[config.mk]
export PLATFORM = sky130hd
export DESIGN_NAME = dmem_arbiter
export DESIGN_NICKNAME = d
export VERILOG_FILES = /design/src/rtl/dmem_arbiter.sv
export SDC_FILE = /design/constraint.sdc
export NUM_CORES = 1
export LEC_CHECK = 0
export ABC_AREA = 1
export ABC_CLOCK_PERIOD_IN_PS = 4300
export CORE_MARGIN = 2
export CORE_UTILIZATION = 30
export DETAILED_ROUTE_END_ITERATION = 10
export DONT_BUFFER_PORTS = 1
export GPL_TIMING_DRIVEN = 0
export MAX_ROUTING_LAYER = met4
export PLACE_DENSITY = 0.42
export SYNTH_ARGS = -nofsm -noshare
export SYNTH_HDL_FRONTEND = slang
export SYNTH_SLANG_ARGS = --single-unit
[constraint.sdc]
create_clock -name i_clk -period 4.3 [get_ports i_clk]
set_input_delay 0.43 -clock i_clk [delete_from_list [all_inputs] [get_ports i_clk]]
set_output_delay 0.43 -clock i_clk [all_outputs]
set_load 0.02 [all_outputs]
[src/rtl/dmem_arbiter.sv]
// Two-requester arbiter for the single-port data memory: M stage has priority,
// F stage is forced through after STARVE_MAX consecutive M grants.
//
// state  | meaning
// IDLE   | sample requests, pick winner, latch the transaction
// ACCESS | memory busy for MEM_LAT cycles, strobe in the first
// RESP   | one-cycle ack to the winner
module dmem_arbiter #(
  parameter int DEPTH      = 2048,
  parameter int ADDR_W     = 11,
  parameter int MEM_LAT    = 1,
  parameter int STARVE_MAX = 4
) (
  input  logic              i_clk,
  input  logic              i_rst_n,
  input  logic              i_m_req,
  input  logic              i_m_we,
  input  logic [63:0]       i_m_addr,
  input  logic [63:0]       i_m_wdata,
  output logic              o_m_ack,
  output logic [63:0]       o_m_rdata,
  output logic              o_m_err,
  input  logic              i_f_req,
  input  logic [63:0]       i_f_addr,
  output logic              o_f_ack,
  output logic [63:0]       o_f_rdata,
  output logic              o_f_err,
  output logic              o_mem_en,
  output logic              o_mem_we,
  output logic [ADDR_W-1:0] o_mem_addr,
  output logic [63:0]       o_mem_wdata,
  input  logic [63:0]       i_mem_rdata,
  output logic              o_m_stall,
  output logic              o_f_stall
);

  localparam int LAT_W = (MEM_LAT > 1) ? $clog2(MEM_LAT) : 1;
  localparam int STV_W = $clog2(STARVE_MAX + 1);

  typedef enum logic [1:0] {S_IDLE, S_ACCESS, S_RESP} state_t;

  state_t             r_state;
  state_t             w_state_nxt;
  logic [LAT_W-1:0]   r_lat_cnt;
  logic [STV_W-1:0]   r_starve_cnt;
  logic               r_id_f;
  logic               r_we;
  logic [ADDR_W-1:0]  r_addr;
  logic [63:0]        r_wdata;
  logic [63:0]        r_m_rdata;
  logic [63:0]        r_f_rdata;
  logic               r_m_err;
  logic               r_f_err;

  logic               w_grant;
  logic               w_grant_f;
  logic [63:0]        w_sel_addr;
  logic               w_illegal;
  logic               w_last_access;
  logic               w_starved;

  assign w_starved     = (r_starve_cnt == STV_W'(STARVE_MAX));
  assign w_grant       = i_m_req | i_f_req;
  assign w_grant_f     = i_f_req & (~i_m_req | w_starved);
  assign w_sel_addr    = w_grant_f ? i_f_addr : i_m_addr;
  // full 64-bit compare: high address bits must not alias into the array
  assign w_illegal     = (w_sel_addr >= 64'(DEPTH));
  assign w_last_access = (r_lat_cnt == LAT_W'(MEM_LAT - 1));

  always_ff @(posedge i_clk) begin
    if (!i_rst_n) r_state <= S_IDLE;
    else          r_state <= w_state_nxt;
  end

  always_comb begin
    w_state_nxt = r_state;
    o_mem_en    = 1'b0;
    o_mem_we    = 1'b0;
    o_m_ack     = 1'b0;
    o_f_ack     = 1'b0;
    case (r_state)
      S_IDLE: begin
        if (w_grant) w_state_nxt = w_illegal ? S_RESP : S_ACCESS;
      end
      S_ACCESS: begin
        o_mem_en = (r_lat_cnt == '0);
        o_mem_we = (r_lat_cnt == '0) & r_we;
        if (w_last_access) w_state_nxt = S_RESP;
      end
      S_RESP: begin
        o_m_ack     = ~r_id_f;
        o_f_ack     = r_id_f;
        w_state_nxt = S_IDLE;
      end
      default: w_state_nxt = S_IDLE;
    endcase
  end

  always_ff @(posedge i_clk) begin
    if (!i_rst_n) begin
      r_lat_cnt    <= '0;
      r_starve_cnt <= '0;
      r_id_f       <= 1'b0;
      r_we         <= 1'b0;
      r_addr       <= '0;
      r_wdata      <= '0;
      r_m_rdata    <= '0;
      r_f_rdata    <= '0;
      r_m_err      <= 1'b0;
      r_f_err      <= 1'b0;
    end else begin
      case (r_state)
        S_IDLE: begin
          if (!i_f_req || w_grant_f)
            r_starve_cnt <= '0;
          else if (i_m_req && !w_starved)
            r_starve_cnt <= r_starve_cnt + STV_W'(1);
          if (w_grant) begin
            r_id_f    <= w_grant_f;
            r_we      <= ~w_grant_f & i_m_we;
            r_addr    <= w_sel_addr[ADDR_W-1:0];
            r_wdata   <= w_grant_f ? 64'd0 : i_m_wdata;
            r_lat_cnt <= '0;
            if (w_illegal) begin
              if (w_grant_f) begin
                r_f_err   <= 1'b1;
                r_f_rdata <= '0;
              end else begin
                r_m_err   <= 1'b1;
                r_m_rdata <= '0;
              end
            end
          end
        end
        S_ACCESS: begin
          if (w_last_access) begin
            if (r_id_f) begin
              r_f_err   <= 1'b0;
              r_f_rdata <= i_mem_rdata;
            end else begin
              r_m_err   <= 1'b0;
              r_m_rdata <= r_we ? 64'd0 : i_mem_rdata;
            end
          end else begin
            r_lat_cnt <= r_lat_cnt + LAT_W'(1);
          end
        end
        default: ;
      endcase
    end
  end

  assign o_mem_addr  = r_addr;
  assign o_mem_wdata = r_wdata;
  assign o_m_rdata   = r_m_rdata;
  assign o_m_err     = r_m_err;
  assign o_f_rdata   = r_f_rdata;
  assign o_f_err     = r_f_err;
  assign o_m_stall   = i_m_req & ~o_m_ack;
  assign o_f_stall   = i_f_req & ~o_f_ack;

endmodule

* Word-level counts from Yosys, hierarchy flattened
Index checks and enable logic that the tools add are counted.
** Cells by class
- Add/subtract/negate cells :: 2
- $lt $le $gt $ge :: 1
- Equal/unequal tests :: 10
- Mux-type cells :: 40
- Bitwise gates (word level) :: 13
- Reductions and logical operators :: 13
** Operators by type and width (count)
- $mux 64 :: 13
- $pmux 64 s2 :: 2
- $ge 64x12->1 const B :: 1
- $mux 1 :: 16
- $ne 2x2->1 const B :: 7
- $reduce_and 6->1 :: 2
- $reduce_and 2->1 :: 4
- $mux 2 :: 3
- $mux 3 :: 2
- $not 1->1 :: 6
- $pmux 1 s2 :: 3
- $and 1x1->1 :: 5
- $pmux 2 s2 :: 1
- $reduce_bool 2->1 :: 2
- $add 3x1->3 const B :: 1
- $eq 3x3->1 const B :: 1
- $eq 2x1->1 const B :: 1
- $eq 2x2->1 const B :: 1
- $logic_not 1->1 :: 2
- $logic_not 2->1 :: 1
- $or 1x1->1 :: 2
- $add 1x1->1 const B :: 1
- $logic_and 1x1->1 :: 1
- $logic_or 1x1->1 :: 1
** Word-level totals
- Flip-flop bits (word level) :: 213
- Input bits :: 261
- Output and inout port bits :: 211
- Word-level logic and storage cells :: 90

* Logic depth before layout (Yosys ltp)
Gate-level depths: netlist of run 1.
- Depth in word-level cells :: 8
- Gate-level depth with buffers :: 16
- Mapped depth without buffers :: 14

* Worst setup path before layout of run 1
Ideal clock, no wire load.
- Kind :: register to register
- Start :: register r_starve_cnt[0]
- End :: register r_f_rdata[0] (netlist: o_f_rdata[0])
- Setup time :: 115 ps
- Data arrival time :: 1560 ps
- Data required time :: 4185 ps
- Path slack :: 2625 ps
- Stages on the path, launching flop included :: 15
- Cells stage by stage :: dfxtp_1 > inv_1 > ha_1 > nand2_1 > nand2_2 > nand2_4 > nand2_1 > nor2_1 > nand2_1 > nand3_1 > nand2_2 > buf_6 > buf_6 > a21oi_1 > nor2_1
** Between the ends
- Word-level cells in the longest chain between the ends :: 7
** Ends and longest elaborated chain
- start, declared :: RTL line 45 : logic [STV_W-1:0] r_starve_cnt;
- start signal, assigned :: RTL line 117 : r_starve_cnt <= r_starve_cnt + STV_W'(1);
- $eq 3x3->1 * :: RTL line 62 : assign w_starved = (r_starve_cnt == STV_W'(STARVE_MAX));
- $or 1x1->1 * :: RTL line 64 : assign w_grant_f = i_f_req & (~i_m_req | w_starved);
- $and 1x1->1 * :: RTL line 64
- $mux 64 :: RTL line 65 : assign w_sel_addr = w_grant_f ? i_f_addr : i_m_addr;
- $ge 64x12->1 :: RTL line 67 : assign w_illegal = (w_sel_addr >= 64'(DEPTH));
- $ne 2x2->1 (no line)
- $reduce_and 6->1 (no line) *
- end signal, assigned :: RTL line 139 : r_f_rdata <= i_mem_rdata;
- end, declared :: RTL line 51 : logic [63:0] r_f_rdata;
Every way passes the cells marked *; elsewhere a longest branch is shown, timed or not.
A chain may end at the register's enable or synchronous reset.

* Worst setup path after layout of run 1
- Start :: register r_we
- End :: output o_mem_we
** Between the ends
- Word-level cells in the longest chain between the ends :: 2
** Ends and longest elaborated chain
- start, declared :: RTL line 47 : logic r_we;
- start signal, assigned :: RTL line 120 : r_we <= ~w_grant_f & i_m_we;
- $and 1x1->1 :: RTL line 87 : o_mem_we = (r_lat_cnt == '0) & r_we;
- $mux 1 :: RTL line 81 : case (r_state)
- end, declared :: RTL line 29 : output logic o_mem_we,
Every way passes these cells.

==> impl_metrics.json, run 1 <==
{
  "arrival_ps": 2250,
  "synth.avg_cell_area_um2": 6.94,
  "placementRows": 65,
  "critical_path_maximum_fanout": 10,
  "placer_s_final_routability_congestion_estimate": 0.879,
  "grt_setup_unrepaired": "false",
  "worstMarginPinSlew_ps": 754,
  "detail_routed_via_count_per_cell": 5.15,
  "route.antenna.remaining_nets": 0,
  "cts_resized": 0,
  "cp.required_ps": 3870,
  "share_of_layout_cells_above_drive_strength_1_pct": 8.17,
  "clock.fmax_mhz": 373,
  "finClkSkew_ps": 17.6,
  "drt-wirelength-per-cell_um": 20.4,
  "totalNegativeSetupSlack_ps": 0,
  "post-route-worst-setup-slack_ps": 1620,
  "hpwl_um": 29400,
  "drc": 0,
  "pin_count_of_the_biggest_net_entering_global_routing": 13,
  "tritoncts": "done",
  "port_buffers": 0,
  "synth_cells": 1395,
  "relSlewSlack_pct": 49.8,
  "cts_inserted_buffers": 27,
  "antenna-diode-count": 0,
  "h-tree-depth": 1,
  "track_usage_pct": 22.3,
  "report.final.slew_viol_count": 0,
  "period_needed_ps": 2680,
  "clk-insertion-delay-late_ps": 540,
  "finalSetupViolations": 0,
  "vdd_ir_drop_max_v": 0.000290,
  "syn_nets": 1658,
  "globalRouteOverflowTotal": 0,
  "max_cap_viol_count": 0,
  "finalNetCount": 1687,
  "static-leakage-power_nw": 4.38,
  "first_global_vias": 9212,
  "yosys_warnings": 0,
  "layout-area-overhead-vs-synth_pct": 14.5,
  "cts-root-to-sink-buffers": 3,
  "die_w_um": 184,
  "wire_length_of_the_first_global_routing_pass_um": 56400,
  "power_density_nw_per_um2": 494,
  "initial_core_util_pct": 30.6,
  "worst_setup_hold_path_clk_slew_ps": 60,
  "floorplan.die_area_um2": 33700,
  "cts_hold_buffers": 0,
  "fillers": 3481,
  "first_iter_violations": 612,
  "design.core.area_um2": 31600,
  "syn-cell-area_um2": 9680,
  "kind_of_path_behind_the_tightest_hold_check": "primary input to flop",
  "postSynthRegisterBits": 212,
  "num_vias": 9513,
  "count_of_endpoints_failing_hold_in_the_final_timing_report": 0,
  "design.portCount": 472,
  "cts-root-buf": "sky130_fd_sc_hd__clkbuf_16",
  "cts_setup_buffers": 0,
  "synth_seq_area_share_pct": 43.8,
  "yosys.cell_types.count": 28,
  "grt_antenna_before_repair": 0,
  "result_of_the_run": "completed",
  "r2r_slack_ps": 2050,
  "dpl_worst_slack_ps": 1950,
  "dr.pass1.iters": 5,
  "overall_power_consumption_w": 0.00547,
  "fin_crit_sh_pct": 62.3,
  "critical_path.startpoint_type": "flop",
  "critPathKind": "flop to output pin",
  "tritoncts_num_sinks": 212,
  "die_height_um": 184,
  "crit_path_end_kind": "output pin",
  "route.final.wire_length_um": 37700
}
power by group:
part | switching [W] | total (W) | internal [W]
registers | 0.000347 | 0.00248 | 0.00213
clock network | 0.000898 | 0.00229 | 0.00139
logic | 0.000451 | 0.000701 | 0.000250
total | 0.00170 | 0.00547 | 0.00378
cell type report:
cell class / instances / area, µm² / share of cell area (%)
Multi-Input combinational cell: 1033 / 4640 / 41.9
Sequential cell: 212 / 4240 / 38.3
Clock buffer: 34 / 742 / 6.70
Buffer: 131 / 719 / 6.49
Tap cell: 402 / 503 / 4.54
Clock inverter: 15 / 156 / 1.41
Inverter: 19 / 71.3 / 0.644
metal layers:
metal | share of wire (%) | global-route usage [%] | up-vias
met5 | 0 | - | -
met4 | 2.0 | 5.09 | 0
met3 | 10 | 6.89 | 48
met2 | 46 | 36.4 | 382
met1 | 42 | 27.1 | 4359
li1 | - | - | 4724
cells by family (layout without fill, tap and decap cells):
kind of cell,Yosys count,after routing,share of synthesized area [%]
fa+ha+maj,2,2,0.258
simple gates,804,804,35.8
buf+inv,150,199,8.17
compound gates,226,226,11.9
flops,212,212,43.8
xor+xnor,1,1,0.0905
per-stage QoR:
| step | instances | instance area (µm²) | hold WS [ps] | util [%] |
|---|---|---|---|---|
| 6_report | 1846 | 11100 | 29.5 | 35.0 |
| 5_1_grt | 1846 | 11100 | 19.2 | 35.0 |
| 4_1_cts | 1846 | 11100 | 7.64 | 35.0 |
| 3_5_place_dp | 1797 | 10200 | 468 | 32.2 |
| 3_3_place_gp | 1797 | 10200 | 459 | 32.2 |
| 2_1_floorplan | 1395 | 9680 | 445 | - |
cells in the mapped netlist:
library cell | number | area, µm²
sky130_fd_sc_hd__dfxtp_1 | 212 | 4240
sky130_fd_sc_hd__nor2_1 | 216 | 811
sky130_fd_sc_hd__or2_1 | 1 | 6.26
sky130_fd_sc_hd__nand2_2 | 3 | 18.8
sky130_fd_sc_hd__a21oi_1 | 201 | 1010
sky130_fd_sc_hd__inv_2 | 6 | 22.5
sky130_fd_sc_hd__nor2_4 | 2 | 22.5
sky130_fd_sc_hd__nand3_1 | 66 | 330
sky130_fd_sc_hd__buf_6 | 24 | 270
sky130_fd_sc_hd__and3_1 | 1 | 6.26
sky130_fd_sc_hd__a31oi_1 | 5 | 31.3
sky130_fd_sc_hd__ha_1 | 2 | 25.0
sky130_fd_sc_hd__a22oi_1 | 1 | 7.51
sky130_fd_sc_hd__buf_1 | 2 | 7.51
sky130_fd_sc_hd__clkbuf_1 | 69 | 259
sky130_fd_sc_hd__nand2_1 | 384 | 1440
sky130_fd_sc_hd__nand2_4 | 1 | 11.3
sky130_fd_sc_hd__o22ai_1 | 1 | 6.26
sky130_fd_sc_hd__nor3b_1 | 1 | 7.51
sky130_fd_sc_hd__o211ai_1 | 1 | 7.51
sky130_fd_sc_hd__or2_0 | 1 | 6.26
sky130_fd_sc_hd__inv_1 | 13 | 48.8
sky130_fd_sc_hd__buf_4 | 1 | 7.51
sky130_fd_sc_hd__a211oi_1 | 2 | 15.0
sky130_fd_sc_hd__buf_2 | 35 | 175
sky130_fd_sc_hd__o21ai_0 | 15 | 75.1
sky130_fd_sc_hd__xor2_1 | 1 | 8.76
sky130_fd_sc_hd__nand4_1 | 128 | 801
cells in the final DEF (no fill, tap or decap), types with 15 or more instances in the layout:
cell                        instances
sky130_fd_sc_hd__nand3_1           66
sky130_fd_sc_hd__clkbuf_1          72
sky130_fd_sc_hd__buf_2             35
sky130_fd_sc_hd__nand2_1          384
sky130_fd_sc_hd__o21ai_0           15
sky130_fd_sc_hd__buf_6             24
sky130_fd_sc_hd__nor2_1           216
sky130_fd_sc_hd__a21oi_1          201
sky130_fd_sc_hd__clkbuf_16         27
sky130_fd_sc_hd__nand4_1          128
sky130_fd_sc_hd__dfxtp_1          212
flip-flops by register name, indices dropped and copies added (netlist names):
name          flops
o_f_err           1
o_f_rdata        64
o_m_err           1
o_m_rdata        64
o_mem_addr       11
o_mem_wdata      64
r_id_f            1
r_starve_cnt      3
r_state           2
r_we              1
worst max-delay path, cell delays in order (launching register included):
cell and delay, ps:
sky130_fd_sc_hd__dfxtp_1 310, sky130_fd_sc_hd__inv_1 130, sky130_fd_sc_hd__clkbuf_1 520, sky130_fd_sc_hd__clkbuf_1 480
sky130_fd_sc_hd__nor2_1 270
path summary, 6_finish.rpt:
path | startpoint | depth (start not counted) | to
worst min-delay path | i_m_wdata[53] | 2 | o_mem_wdata[53]
worst max register to register | r_starve_cnt[0] | 12 | o_m_rdata[58]
worst min register to register | r_we | 2 | r_we
worst max-delay path | r_we | 4 | o_mem_we
(Power assumes the default switching activity.)
==> inputs of run 2 (changes only) <==
--- a/config.mk
+++ b/config.mk
@@ -6,14 +6,14 @@
 export NUM_CORES = 1
 export LEC_CHECK = 0
 export ABC_AREA = 1
-export ABC_CLOCK_PERIOD_IN_PS = 4300
+export ABC_CLOCK_PERIOD_IN_PS = 2200
 export CORE_MARGIN = 2
 export CORE_UTILIZATION = 30
 export DETAILED_ROUTE_END_ITERATION = 10
 export DONT_BUFFER_PORTS = 1
 export GPL_TIMING_DRIVEN = 0
 export MAX_ROUTING_LAYER = met4
-export PLACE_DENSITY = 0.42
+export PLACE_DENSITY = 0.43
 export SYNTH_ARGS = -nofsm -noshare
 export SYNTH_HDL_FRONTEND = slang
 export SYNTH_SLANG_ARGS = --single-unit
==> constraint.sdc (replaced) <==
create_clock -name i_clk -period 2.2 [get_ports i_clk]
set_input_delay 0.22 -clock i_clk [delete_from_list [all_inputs] [get_ports i_clk]]
set_output_delay 0.22 -clock i_clk [all_outputs]
set_load 0.02 [all_outputs]
==> run 2 against run 1 <==
Clock skew fell by 4.3 ps. Sequential share of layout area fell by 5.0 points. Utilization rose by 5.3 points. Worst setup slack got worse by 1500 ps. Cell area rose by 15%. First-iteration DRC count rose by 15%.
==> impl_metrics.json, run 2 (same netlist as run 1, synthesis figures left out) <==
{
  "route.final.wire_length_um": 39900,
  "critPathKind": "flop to output pin",
  "tritoncts": "done",
  "floorplan.die_area_um2": 33700,
  "finalSetupViolations": 0,
  "track_usage_pct": 23.3,
  "timing.hold.worst.start": "i_m_req",
  "first_global_vias": 10100,
  "max_cap_viol_count": 0,
  "route.antenna.remaining_nets": 0,
  "critical_path_maximum_fanout": 10,
  "mostFrequentLayoutCells": "381 x sky130_fd_sc_hd__nand2_1, 213 x sky130_fd_sc_hd__nor2_1, 211 x sky130_fd_sc_hd__dfxtp_1",
  "clk-insertion-delay-late_ps": 540,
  "cts_inserted_buffers": 27,
  "clock.fmax_mhz": 484,
  "tritoncts_num_sinks": 212,
  "wire_length_of_the_first_global_routing_pass_um": 59300,
  "placementRows": 65,
  "grt_setup_unrepaired": "false",
  "globalRouteOverflowTotal": 0,
  "cts-root-buf": "sky130_fd_sc_hd__clkbuf_16",
  "grt_antenna_before_repair": 1,
  "design.portCount": 472,
  "count_of_endpoints_failing_hold_in_the_final_timing_report": 0,
  "r2r_slack_ps": 170,
  "die_w_um": 184,
  "hold-worst-slack_ps": 17.7,
  "fin_crit_sh_pct": 93.9,
  "worst_setup_hold_path_clk_slew_ps": 60,
  "finalNetCount": 1844,
  "initial_core_util_pct": 30.6,
  "finClkSkew_ps": 13.3,
  "worst_setup_path_endpoint": "o_mem_en",
  "met3RoutedLength_um": 3250,
  "cts-root-to-sink-buffers": 3,
  "totalNegativeSetupSlack_ps": 0,
  "regToRegStartpoint": "r_starve_cnt[0]",
  "crit_path_end_kind": "output pin",
  "rr_endpoint": "o_f_rdata[2]",
  "final_common_cell": "sky130_fd_sc_hd__nand2_1",
  "design.core.area_um2": 31600,
  "layout-area-overhead-vs-synth_pct": 31.8,
  "h-tree-depth": 1,
  "report.final.slew_viol_count": 0,
  "kind_of_path_behind_the_tightest_hold_check": "primary input to flop",
  "result_of_the_run": "completed",
  "arrival_ps": 1850,
  "drc": 0,
  "first_iter_violations": 702,
  "topRoutingLayerUsed": "met4",
  "drt-wirelength-per-cell_um": 19.9,
  "critical_path.startpoint_type": "flop",
  "detail_routed_via_count_per_cell": 5.09,
  "num_vias": 10200,
  "pin_count_of_the_biggest_net_entering_global_routing": 13,
  "placer_s_final_routability_congestion_estimate": 0.912,
  "dr.pass1.iters": 5,
  "period_needed_ps": 2070,
  "hpwl_um": 29900,
  "vdd_ir_drop_max_v": 0.000511,
  "worstMarginPinSlew_ps": 803,
  "detailroute.wirelength.met2_um": 18400,
  "timing.reg2reg.worst_path_depth": 11,
  "worst_setup_path_startpoint": "r_state[0]",
  "die_height_um": 184,
  "static-leakage-power_nw": 5.10,
  "cp.required_ps": 1980,
  "share_of_layout_cells_above_drive_strength_1_pct": 8.56,
  "power_density_nw_per_um2": 856,
  "fillers": 3381,
  "route.layer.met1.wl_um": 17400,
  "relSlewSlack_pct": 46.5,
  "port_buffers": 0
}
==> run 2: cell count changes in the layout (fill, tap and decap cells not counted), moves of 3 or more <==
cell	previous run	this run
sky130_fd_sc_hd__nor2_2	0	3
sky130_fd_sc_hd__nand2_1	384	381
sky130_fd_sc_hd__clkbuf_2	0	6
sky130_fd_sc_hd__buf_4	1	9
sky130_fd_sc_hd__buf_2	35	27
sky130_fd_sc_hd__clkbuf_4	0	3
sky130_fd_sc_hd__nor2_1	216	213
sky130_fd_sc_hd__clkinv_2	10	4
sky130_fd_sc_hd__dlygate4sd3_1	0	153
sky130_fd_sc_hd__clkbuf_8	4	9
sky130_fd_sc_hd__clkbuf_1	72	66
==> run 2: how the worst min path moves through the flow <==
stage	to	slack, ps	cells past startpoint
4_1_cts	r_starve_cnt[0]	1	4
3_3_place_gp	o_mem_wdata[23]	370	2
2_1_floorplan	r_we	360	2
5_1_grt	r_starve_cnt[0]	60	4
6_report	r_starve_cnt[0]	20	4
3_5_place_dp	o_mem_wdata[50]	370	2
==> run 2: routing by layer <==
| metal | global-route usage [%] | vias to the layer above |
|---|---|---|
| li1 | - | 5034 |
| met3 | 6.38 | 63 |
| met5 | - | - |
| met2 | 37.2 | 384 |
| met1 | 28.9 | 4723 |
| met4 | 6.37 | 0 |
==> run 2: power breakdown <==
part	switching (W)	internal [W]	total (W)
Combinational	0.000989	0.000701	0.00169
Sequential	0.000678	0.00417	0.00485
Clock	0.00173	0.00266	0.00439
==> run 2: critical path: stages, from the launching register on <==
cell	delay (ps)
sky130_fd_sc_hd__dfxtp_1	370
sky130_fd_sc_hd__inv_1	100
sky130_fd_sc_hd__nor2_4	140
sky130_fd_sc_hd__buf_2	340
sky130_fd_sc_hd__clkbuf_2	360
==> run 2: timing repair <==
action                                 in CTS  in global routing
hold buffers                              153                  0
gates resized for setup                     6                 31
setup endpoints to repair                  86                129
pin swaps                                   1                  2
endpoints found under the hold margin     209                  0
setup buffers                               2                  2
cloned                                      0                  2
==> run 2: final cells by class <==
cell class	instances	area [µm²]	share of cell area (%)
clock buffers	41	818	6.41
inverters	19	75.1	0.588
well taps	402	503	3.94
flip-flops and latches	212	4250	33.3
multi-input cells	1033	4680	36.7
diodes	1	2.50	0.0196
plain buffers	129	761	5.96
repair buffers	159	1610	12.6
clock inverters	7	66.3	0.520
==> run 2: per-stage QoR <==
stage               util [%]  cells  area [µm²]  worst slack (ps)  total power, W
floorplan                  -   1395        9680               525         0.00586
global placement        32.2   1797       10200             -94.2         0.00631
detailed placement      32.2   1797       10200              -166         0.00633
CTS                     39.9   1999       12600              26.6          0.0110
global route            40.3   2003       12800              4.87          0.0115
finish                  40.3   2003       12800               135          0.0109
==> inputs of run 3 (changes only) <==
--- a/config.mk
+++ b/config.mk
@@ -6,14 +6,14 @@
 export NUM_CORES = 1
 export LEC_CHECK = 0
 export ABC_AREA = 1
-export ABC_CLOCK_PERIOD_IN_PS = 2200
 export CORE_MARGIN = 2
 export CORE_UTILIZATION = 30
+export CTS_CLUSTER_DIAMETER = 100
 export DETAILED_ROUTE_END_ITERATION = 10
 export DONT_BUFFER_PORTS = 1
 export GPL_TIMING_DRIVEN = 0
 export MAX_ROUTING_LAYER = met4
-export PLACE_DENSITY = 0.43
+export PLACE_DENSITY = 0.42
 export SYNTH_ARGS = -nofsm -noshare
 export SYNTH_HDL_FRONTEND = slang
 export SYNTH_SLANG_ARGS = --single-unit
==> constraint.sdc (replaced) <==
create_clock -name i_clk -period 1.95 [get_ports i_clk]
set_input_delay 0.195 -clock i_clk [delete_from_list [all_inputs] [get_ports i_clk]]
set_output_delay 0.195 -clock i_clk [all_outputs]
set_load 0.02 [all_outputs]
==> run 3 against run 2 <==
The run now ends with negative setup slack left. Power increased by 16%. Flip-flop and latch count unchanged. Register-to-register slack got worse by 200 ps. Via count increased by 2.2%. Wire length about the same. Worst hold slack improved by 29 ps. Critical path depth increased by 13. Sequential share of layout area decreased by 1.7 points. Die area unchanged. Non-clock buffer count increased by 22. Cell count increased by 1.1%. Largest cell class unchanged.
==> impl_metrics.json, run 3 (same netlist as run 1, synthesis figures left out) <==
{
  "wire_length_of_the_first_global_routing_pass_um": 59100,
  "critical_path_maximum_fanout": 5,
  "grt_setup_unrepaired": "true",
  "design.portCount": 472,
  "tritoncts_num_sinks": 212,
  "first_iter_violations": 637,
  "route.final.wire_length_um": 39900,
  "detail_routed_via_count_per_cell": 5.15,
  "power_density_nw_per_um2": 938,
  "arrival_ps": 2460,
  "finalNetCount": 1866,
  "hpwl_um": 29400,
  "finClkSkew_ps": 20.0,
  "globalRouteOverflowTotal": 0,
  "crit_chain": "inv_2 > ha_4 > nand2_2 > nand2_2 > nand2_4 > inv_2 > nand2_2 > nor2_2 > nand2_2 > nand2_2 > nand2_4 > buf_16 > buf_12 > clkbuf_16 > nand4_1 > nand2_1 > nor2_1",
  "post-route-util_pct": 42.6,
  "share_of_layout_cells_above_drive_strength_1_pct": 13.9,
  "hold_path_depth": 4,
  "drt-wirelength-per-cell_um": 19.7,
  "num_vias": 10400,
  "static-leakage-power_nw": 5.38,
  "vdd_ir_drop_max_v": 0.000671,
  "violations": "negative setup slack",
  "floorplan.die_area_um2": 33700,
  "cts-root-buf": "sky130_fd_sc_hd__clkbuf_16",
  "die_height_um": 184,
  "worstMarginPinSlew_ps": 763,
  "cts_inserted_buffers": 27,
  "timing.reg2reg.worst_path_depth": 17,
  "finalSetupViolations": 11,
  "port_buffers": 0,
  "kind_of_path_behind_the_tightest_hold_check": "primary input to flop",
  "track_usage_pct": 23.1,
  "h-tree-depth": 1,
  "relSlewSlack_pct": 49.1,
  "die_w_um": 184,
  "critPathKind": "flop to flop",
  "post-route-worst-setup-slack_ps": -31.0,
  "count_of_endpoints_failing_hold_in_the_final_timing_report": 0,
  "tritoncts": "done",
  "antenna-diode-count": 0,
  "layout-area-overhead-vs-synth_pct": 39.2,
  "pin_count_of_the_biggest_net_entering_global_routing": 13,
  "placer_s_final_routability_congestion_estimate": 0.879,
  "crit_path_end_kind": "flop",
  "report.final.slew_viol_count": 0,
  "mostFrequentLayoutCells": "379 x sky130_fd_sc_hd__nand2_1, 211 x sky130_fd_sc_hd__nor2_1, 209 x sky130_fd_sc_hd__dfxtp_1",
  "initial_core_util_pct": 30.6,
  "critical_path.startpoint_type": "flop",
  "rr_endpoint": "o_m_rdata[29]",
  "grt_antenna_before_repair": 0,
  "totalNegativeSetupSlack_ps": -101,
  "first_global_vias": 9935,
  "dr.pass1.iters": 5,
  "fillers": 3259,
  "cp.required_ps": 2430,
  "clock.fmax_mhz": 505,
  "result_of_the_run": "complete, but fails checks",
  "fin_crit_sh_pct": 102,
  "final_common_cell": "sky130_fd_sc_hd__nand2_1",
  "overall_power_consumption_w": 0.0126,
  "clk-insertion-delay-late_ps": 540,
  "cp_max_delay_cell": "sky130_fd_sc_hd__dfxtp_2",
  "path_common_cell": "sky130_fd_sc_hd__nand2_2",
  "drc": 0,
  "worst_setup_path_endpoint": "o_m_rdata[29]",
  "worst_setup_path_startpoint": "r_starve_cnt[0]",
  "period_needed_ps": 1980,
  "dpl_worst_slack_ps": -400,
  "design.core.area_um2": 31600,
  "regToRegStartpoint": "r_starve_cnt[0]",
  "cts-root-to-sink-buffers": 3,
  "crit_path_max_incr_delay_ps": 320,
  "max_cap_viol_count": 0,
  "route.antenna.remaining_nets": 0,
  "worst_setup_hold_path_clk_slew_ps": 50,
  "placementRows": 65,
  "r2r_slack_ps": -30
}
[run 3: cell types whose count changed in the layout (fill, tap and decap cells not counted), moves of 3 or more]
| cell | delta |
|---|---|
| sky130_fd_sc_hd__clkbuf_8 | -3 |
| sky130_fd_sc_hd__clkbuf_4 | +8 |
| sky130_fd_sc_hd__a21oi_2 | +48 |
| sky130_fd_sc_hd__clkinv_2 | +6 |
| sky130_fd_sc_hd__a21oi_1 | -50 |
| sky130_fd_sc_hd__buf_8 | +10 |
| sky130_fd_sc_hd__buf_6 | -9 |
| sky130_fd_sc_hd__buf_4 | +16 |
| sky130_fd_sc_hd__buf_2 | -12 |
| sky130_fd_sc_hd__clkbuf_1 | -6 |
| sky130_fd_sc_hd__buf_16 | +3 |
| sky130_fd_sc_hd__buf_12 | +5 |
| sky130_fd_sc_hd__clkbuf_16 | +4 |
[run 3: cell type report]
class	count	area [µm²]	share of cell area, %
inverter	19	75.1	0.557
timing repair buffer	181	1950	14.4
clock inverter	15	156	1.16
sequential	212	4250	31.5
multi-input combinational	1033	4910	36.5
buffer	129	891	6.61
tap	402	503	3.73
clock buffer	34	742	5.51
[run 3: critical path, delay by kind of cell, from the launching register on]
| kind | cells | cell delay [ps] |
|---|---|---|
| buf+inv | 5 | 580 |
| flops | 1 | 320 |
| simple gates | 11 | 870 |
| fa+ha+maj | 1 | 130 |
[run 3: how the worst min path moves through the flow]
stage,endpoint,from,slack (ps)
finish,r_state[1],i_m_req,50
global route,r_state[1],i_m_req,80
CTS,r_state[1],i_m_req,3
detailed placement,o_mem_wdata[34],i_m_wdata[34],350
global placement,o_mem_wdata[16],i_m_wdata[16],340
floorplan,r_we,i_m_we,340
[run 3: repair_timing]
item,4_1_cts,5_1_grt
setup endpoints to repair,148,178
setup buffers,9,8
pin swaps,7,16
gates resized for setup,53,101
hold buffers,154,0
cloned,3,7
hold endpoints to repair,209,0
[run 3: metal layers]
metal	vias to the layer above	global-route usage [%]	wire (µm)
li1	5083	-	-
met1	4875	28.2	16800
met2	422	38.6	19000
met3	52	5.96	3390
met4	0	4.70	725
met5	-	-	0
[run 3: where the power goes]
group,internal [W],switching (W)
sequential,0.00470,0.000789
combinational,0.000912,0.00118
clock,0.00307,0.00198
total,0.00869,0.00395
[run 3: stage by stage]
stage | hold slack [ps] | cell area, µm² | instances
after floorplan | 338 | 9680 | 1395
after global placement | 343 | 10200 | 1797
after detailed placement | 347 | 10200 | 1797
after CTS | 2.83 | 12900 | 2011
after global routing | 77.8 | 13500 | 2025
final | 47.1 | 13500 | 2025
